==> src/rtl/prio_encoder_queue.sv <==
// prio_encoder_queue: captures request events into a pending register and
// offers the highest-priority unmasked pending bit as a binary index over a
// valid/ready handshake. The accepted bit is cleared when it is consumed.
module prio_encoder_queue #(
   parameter int unsigned WIDTH     = 8,
   parameter int unsigned IDX_W     = $clog2(WIDTH),
   parameter int unsigned MSB_FIRST = 1,
   parameter int unsigned EDGE      = 1
) (
   input  logic             clk,
   input  logic             rst,
   input  logic [WIDTH-1:0] req_in,
   input  logic [WIDTH-1:0] mask,
   output logic [IDX_W-1:0] out_idx,
   output logic             out_valid,
   input  logic             out_ready,
   output logic [WIDTH-1:0] pending,
   output logic [IDX_W:0]   pend_cnt,
   output logic             drop_o
);

   typedef enum logic {
      IDLE  = 1'b0,
      OFFER = 1'b1
   } state_t;

   state_t           state_q, state_d;
   logic [IDX_W-1:0] idx_q, idx_d;
   logic [WIDTH-1:0] pending_q, pending_d;
   logic [WIDTH-1:0] req_q;
   logic [IDX_W:0]   cnt_q, cnt_d;
   logic             drop_q, drop_d;

   logic             accept;
   logic [WIDTH-1:0] clr;
   logic [WIDTH-1:0] cap;
   logic [WIDTH-1:0] elig;
   logic [IDX_W-1:0] sel;

   // Capture, clear and drop detection for the pending register.
   always_comb begin
      accept = (state_q == OFFER) && out_ready;
      clr    = '0;
      for (int unsigned i = 0; i < WIDTH; i++) begin
         clr[i] = accept && (idx_q == IDX_W'(i));
      end
      cap       = (EDGE != 0) ? (req_in & ~req_q) : req_in;
      // Set wins over clear on the same bit.
      pending_d = (pending_q & ~clr) | cap;
      drop_d    = (EDGE != 0) && (|(cap & pending_q & ~clr));
      cnt_d     = '0;
      for (int unsigned i = 0; i < WIDTH; i++) begin
         cnt_d = cnt_d + {{IDX_W{1'b0}}, pending_d[i]};
      end
   end

   // Priority selection over eligible bits; the accepted bit is excluded.
   always_comb begin
      elig = pending_q & mask & ~clr;
      sel  = '0;
      if (MSB_FIRST != 0) begin
         for (int unsigned i = 0; i < WIDTH; i++) begin
            if (elig[i]) sel = IDX_W'(i);
         end
      end else begin
         for (int unsigned i = 0; i < WIDTH; i++) begin
            if (elig[WIDTH-1-i]) sel = IDX_W'(WIDTH-1-i);
         end
      end
   end

   // Offer FSM next state: hold the offer until accepted, reload on accept.
   always_comb begin
      state_d = state_q;
      idx_d   = idx_q;
      unique case (state_q)
         IDLE: begin
            if (elig != '0) begin
               idx_d   = sel;
               state_d = OFFER;
            end
         end
         OFFER: begin
            if (accept) begin
               if (elig != '0) begin
                  idx_d = sel;
               end else begin
                  state_d = IDLE;
               end
            end
         end
         default: state_d = IDLE;
      endcase
   end

   // State, index, pending, edge history, count and drop registers.
   always_ff @(posedge clk or posedge rst) begin
      if (rst) begin
         state_q   <= IDLE;
         idx_q     <= '0;
         pending_q <= '0;
         req_q     <= '0;
         cnt_q     <= '0;
         drop_q    <= 1'b0;
      end else begin
         state_q   <= state_d;
         idx_q     <= idx_d;
         pending_q <= pending_d;
         req_q     <= req_in;
         cnt_q     <= cnt_d;
         drop_q    <= drop_d;
      end
   end

   assign out_valid = (state_q == OFFER);
   assign out_idx   = idx_q;
   assign pending   = pending_q;
   assign pend_cnt  = cnt_q;
   assign drop_o    = drop_q;

endmodule

==> config.mk <==
export PLATFORM = sky130hd
export DESIGN_NAME = prio_encoder_queue
export DESIGN_NICKNAME = d
export VERILOG_FILES = /design/src/rtl/prio_encoder_queue.sv
export SDC_FILE = /design/constraint.sdc
export NUM_CORES = 1
export LEC_CHECK = 0
export CORE_MARGIN = 4
export CORE_UTILIZATION = 35
export CTS_BUF_LIST = sky130_fd_sc_hd__clkbuf_8
export DETAILED_ROUTE_END_ITERATION = 12
export PLACE_DENSITY = 0.69
export SKIP_CTS_REPAIR_TIMING = 1
export SYNTH_ARGS = -nofsm -noshare
export SYNTH_HDL_FRONTEND = slang
export SYNTH_SLANG_ARGS = --single-unit
==> constraint.sdc <==
create_clock -name clk -period 8.6 [get_ports clk]
set_input_delay 2.15 -clock clk [delete_from_list [all_inputs] [get_ports clk]]
set_output_delay 2.15 -clock clk [all_outputs]
set_load 0.05 [all_outputs]
======== Word level (Yosys, flattened, before mapping) ========
Cells that the tools add are included.
word-level totals
  register bits ........................... 25
  input bits .............................. 19
  output and inout bits ................... 17
  word-level logic and storage cells ...... 56
operators by class
  add/sub/neg operators ................... 7
  equality and inequality tests ........... 8
  mux-type cells .......................... 13
  bitwise gates (word level) .............. 10
  reductions and logical operators ........ 12
operators by type and width
  kind                                                                     number
  8-bit bitwise AND                                                        6
  3-bit 2-to-1 mux                                                         8
  4-bit by 1-bit adder with 4-bit output                                   4
  8-bit inverter                                                           2
  3-bit == test, second input constant                                     4
  1-bit logical AND                                                        9
  8-bit bitwise OR                                                         1
  8-bit nonzero test                                                       1
  8-bit OR reduction                                                       1
  3-bit by 2-bit == test with 1-bit output, second input constant          2
  3-bit case mux with 2 select lines                                       1
  3-bit by 1-bit adder with 4-bit output                                   1
  2-bit by 1-bit adder with 3-bit output                                   1
  3-bit by 1-bit == test with 1-bit output, second input constant          1
  3-bit zero test                                                          1
  1-bit 2-to-1 mux                                                         3
  1-bit by 1-bit adder with 2-bit output                                   1
  2-bit by 1-bit inequality test with 1-bit output, second input constant  1
  1-bit case mux with 2 select lines                                       1
  1-bit inverter                                                           1

======== Longest topological paths before layout ========
  word-level depth ........................ 14
  mapped depth ............................ 14

======== Worst setup path after synthesis ========
Ideal clock, no wire load.
  path kind ............................... input to register
  from .................................... input out_ready
  to ...................................... register cnt_q[2] (netlist: pend_cnt[2])
  library setup time ...................... 0.123 ns
  arrival time ............................ 4.862 ns
  required time ........................... 8.477 ns
  path slack .............................. 3.615 ns
  cell stages on the path ................. 12
  path buffers ............................ 1
  cells stage by stage .................... and3b_1 buf_2 a21boi_1 nor2b_1 fa_1 fa_1 fa_1 inv_1 ha_1 inv_1 fa_1 xnor2_1
between the ends
  word-level cells in the longest chain between the ends .. 12
  elaborated cells between the ends (all ways) .. 19
  those cells by class .................... 7 x add/sub; 3 x bitwise; 9 x reduce/logical
ends and longest elaborated chain
  item                                                  RTL line  text
  start, declared                                       16        input logic out_ready,
  1-bit logical AND *                                   42        accept = (state_q == OFFER) && out_ready;
  1-bit logical AND                                     45        clr[i] = accept && (idx_q == IDX_W'(i));
  8-bit inverter *                                      49        pending_d = (pending_q & ~clr) | cap;
  8-bit bitwise AND *                                   49
  8-bit bitwise OR *                                    49
  1-bit by 1-bit adder with 2-bit output                53        cnt_d = cnt_d + {{IDX_W{1'b0}}, pending_d[i]};
  2-bit by 1-bit adder with 3-bit output                53
  3-bit by 1-bit adder with 4-bit output                53
  4-bit by 1-bit adder with 4-bit output (3 in series)  53
  4-bit by 1-bit adder with 4-bit output *              53
  net cnt_d[2]                                          31        logic [IDX_W:0] cnt_q, cnt_d;
  end signal, assigned                                  110       cnt_q <= cnt_d;
  end, declared                                         31
The timed path passes the listed nets; every way through them passes the cells marked *.
A chain may end at the register's enable or synchronous reset.

======== Worst setup path after layout ========
Ends and elaborated chain as after synthesis.

==> metrics <==
Hold Vio Cnt, Final=0; Yosys reg bits=25; Synth Flop Type=dfrtp_1; worst r2r path cells=11; Post-Syn Area=around 1300 um2; CTS root buffer=clkbuf_8; Yosys top cell by area=dfrtp_1; Gate Count Post-Synth=between 100 and 150; largest net degree at the start of global routing=26; RSZ-0062 raised after global routing=false; Starting DRT DRC Count=25; core area=roughly 3400 um2; area occupied by multi-input gates=between 500 and 600 um2; crit end category=flop; Clk Latency, worst-skew pair=roughly 0.26 ns; die width=just under 70 um; final hold slack=~0.56 ns; Psw=roughly 0.30 mW; Worst EP required=just under 9 ns; Slew @ Worst Pin=slightly above 0.9 ns; initial antenna violation count=0; Clock Sinks=25; Rows=21; starting density of the core=a little under two fifths; Sw Share=between 40% and 50%; EDFF count, synth=0; DR vias/cell=4.71; reg2reg end=pend_cnt[2]; io pins=36; final WL=between 2000 and 3000 um; Routed Antenna Nets=0; first-pass GRT wire length=approximately 4400 um; filler cell count=about 330; maxcap violations=0; Congestion Overflow GR=0; clock power share=between 10% and 20%; CTS clock-pin slew for the worst setup and hold paths=roughly 0.080 ns; drt drc=0; first-pass iteration count of the detailed router=4; layout cell share with drive strength beyond 1=5.63%; Yosys top cell area share=around half; Slew HR=38.6%; CTS H-tree depth=1; Hold Path Stages=2; worst vdd ir=between 150 and 200 uV; worst hold-check path type=flop to flop; Reg2Reg Launch Point=out_idx[1]; # setup viols final=0; fin. max-slew vios=0; register area=626 um2; fin crit share=around three fifths; WS Path Type=input pin to flop; worst reg-to-reg setup slack=5.17 ns; Int Pwr=~0.34 mW; Detail Placement HPWL=2180 um; routed len/inst=13.0 um; Vias=970; Die ar.=4640 um2; antenna cells=0; CTS max path bufs=2; startpoint types=input pin; Seq pwr share=28.0%; CP Max Fanout=7; leading post-synthesis cells by cell area=dfrtp_1 (49%), nand2_1 (6.5%), fa_1 (6.3%); CTS tree=built; min Tclk post-route=between 5 and 6 ns; Placer Congestion=between 0.7 and 0.8; synth unique cells=32; asr flop ratio synth=between 90% and 100%; Avg Inst Size Synth=between 10 and 15 um2; status=finished, final reports clean; syn_nets=149; port buffer count=35; Nets=between 150 and 200; Arr. time, crit path=5.42 ns; CTS Buf Count=3; Seq/Total Area, Yosys=49.4%; Leak=0.746 nW; die height=68.1 um; min-delay src=req_q[0]; Gate power share=between 60 and 70%; worst hold endpoint=pending[0]; max frequency=0.190 GHz; Synth Warn #=0; vias in the first global route=between 1,000 and 1,500; Setup TNS=0 ns; clock skew=a little under 0.002 ns; power per cell area=roughly 380 nW/um2; area grow syn2layout=34.6%; GRT Total Usage=~13%
==> worst max-delay path, cell delays in order <==
cell,delay [ns]
clkdlybuf4s50_1,0.49
and3b_1,0.30
a21boi_1,0.14
nor2b_1,0.22
fa_1,0.44
fa_1,0.51
fa_1,0.41
inv_1,0.06
ha_1,0.15
inv_1,0.05
fa_1,0.37
xnor2_1,0.13
==> metal layers <==
layer | track usage, % | up-vias | share of wire, %
met1 | 14.3 | 457 | 41
met3 | 3.28 | 6 | 5.7
met4 | 4.47 | 0 | 1.3
met5 | 0 | - | 0
met2 | 23.0 | 28 | 52
li1 | - | 479 | -
==> through the flow <==
step	instance area (um2)	utilization (%)	cells	setup slack, ns	total power, mW
after floorplan	1270	-	123	3.62	0.470
after global placement	1660	48.5	202	3.06	0.576
after detailed placement	1660	48.5	202	3.05	0.583
after CTS	1700	49.9	206	3.31	0.654
after global routing	1700	49.9	206	3.11	0.705
final	1700	49.9	206	3.33	0.645
==> state kept, by name, indices dropped and copies added, names as in the netlist <==
register,flops
pending,8
req_q,8
pend_cnt,4
out_idx,3
drop_o,1
out_valid,1
==> kinds of logic after synthesis <==
family / count (synthesis) / share of synthesized area (%)
buffers and inverters: 19 / 6.32
flip-flops: 25 / 49.4
AO/OA/AOI/OAI: 19 / 10.5
AND/OR/NAND/NOR: 50 / 22.0
XOR/XNOR: 1 / 0.692
multiplexers: 2 / 1.78
adder cells (fa/ha/maj): 7 / 9.29
==> Yosys cell counts, types with 2 or more instances <==
cell type / instances
nand2b_1: 8
a31oi_1: 4
inv_1: 17
o22ai_1: 5
ha_1: 3
mux2_1: 2
fa_1: 4
a21oi_1: 3
nand2_1: 22
nor2_1: 2
and2_1: 5
dfrtp_1: 25
nand3_1: 2
nor2b_1: 3
==> layout make-up <==
class	instances	share of cell area (%)
multi-input cells	79	32.9
clock inverters	1	0.294
well taps	46	3.38
repair buffers	35	20.6
flip-flops and latches	25	36.7
inverters	17	3.74
clock buffers	3	2.42
==> how the worst max path moves through the flow <==
stage	startpoint	end	slack [ns]	cells past startpoint
after global routing	out_ready	pend_cnt[2]	3.11	13
after CTS	out_ready	pend_cnt[2]	3.31	12
after detailed placement	out_ready	pend_cnt[2]	3.05	12
final	out_ready	pend_cnt[2]	3.33	12
after floorplan	out_ready	pend_cnt[2]	3.62	12
after global placement	out_ready	pend_cnt[2]	3.06	13
==> power by group through the flow <==
stage	Sequential [mW]	Combinational [mW]	Clock, mW
finish	0.181	0.396	0.0681
CTS	0.181	0.403	0.0706
global route	0.186	0.443	0.0766
floorplan	0.283	0.187	0
global placement	0.182	0.394	0
detailed placement	0.183	0.400	0
==> cells in the final DEF (no fill, tap or decap), drive strengths merged <==
cell type	count
a21boi	1
a21o	1
a21oi	4
a31oi	5
a32oi	1
and2	5
and2b	2
and3	1
and3b	1
clkbuf	3
clkdlybuf4s50	35
clkinv	1
dfrtp	25
fa	4
ha	3
inv	17
mux2	2
nand2	22
nand2b	8
nand3	2
nand4b	1
nor2	2
nor2b	3
nor4	1
o22ai	5
o311ai	1
o31ai	1
or2b	1
or4	1
xnor2	1
(Power assumes the default switching activity.)
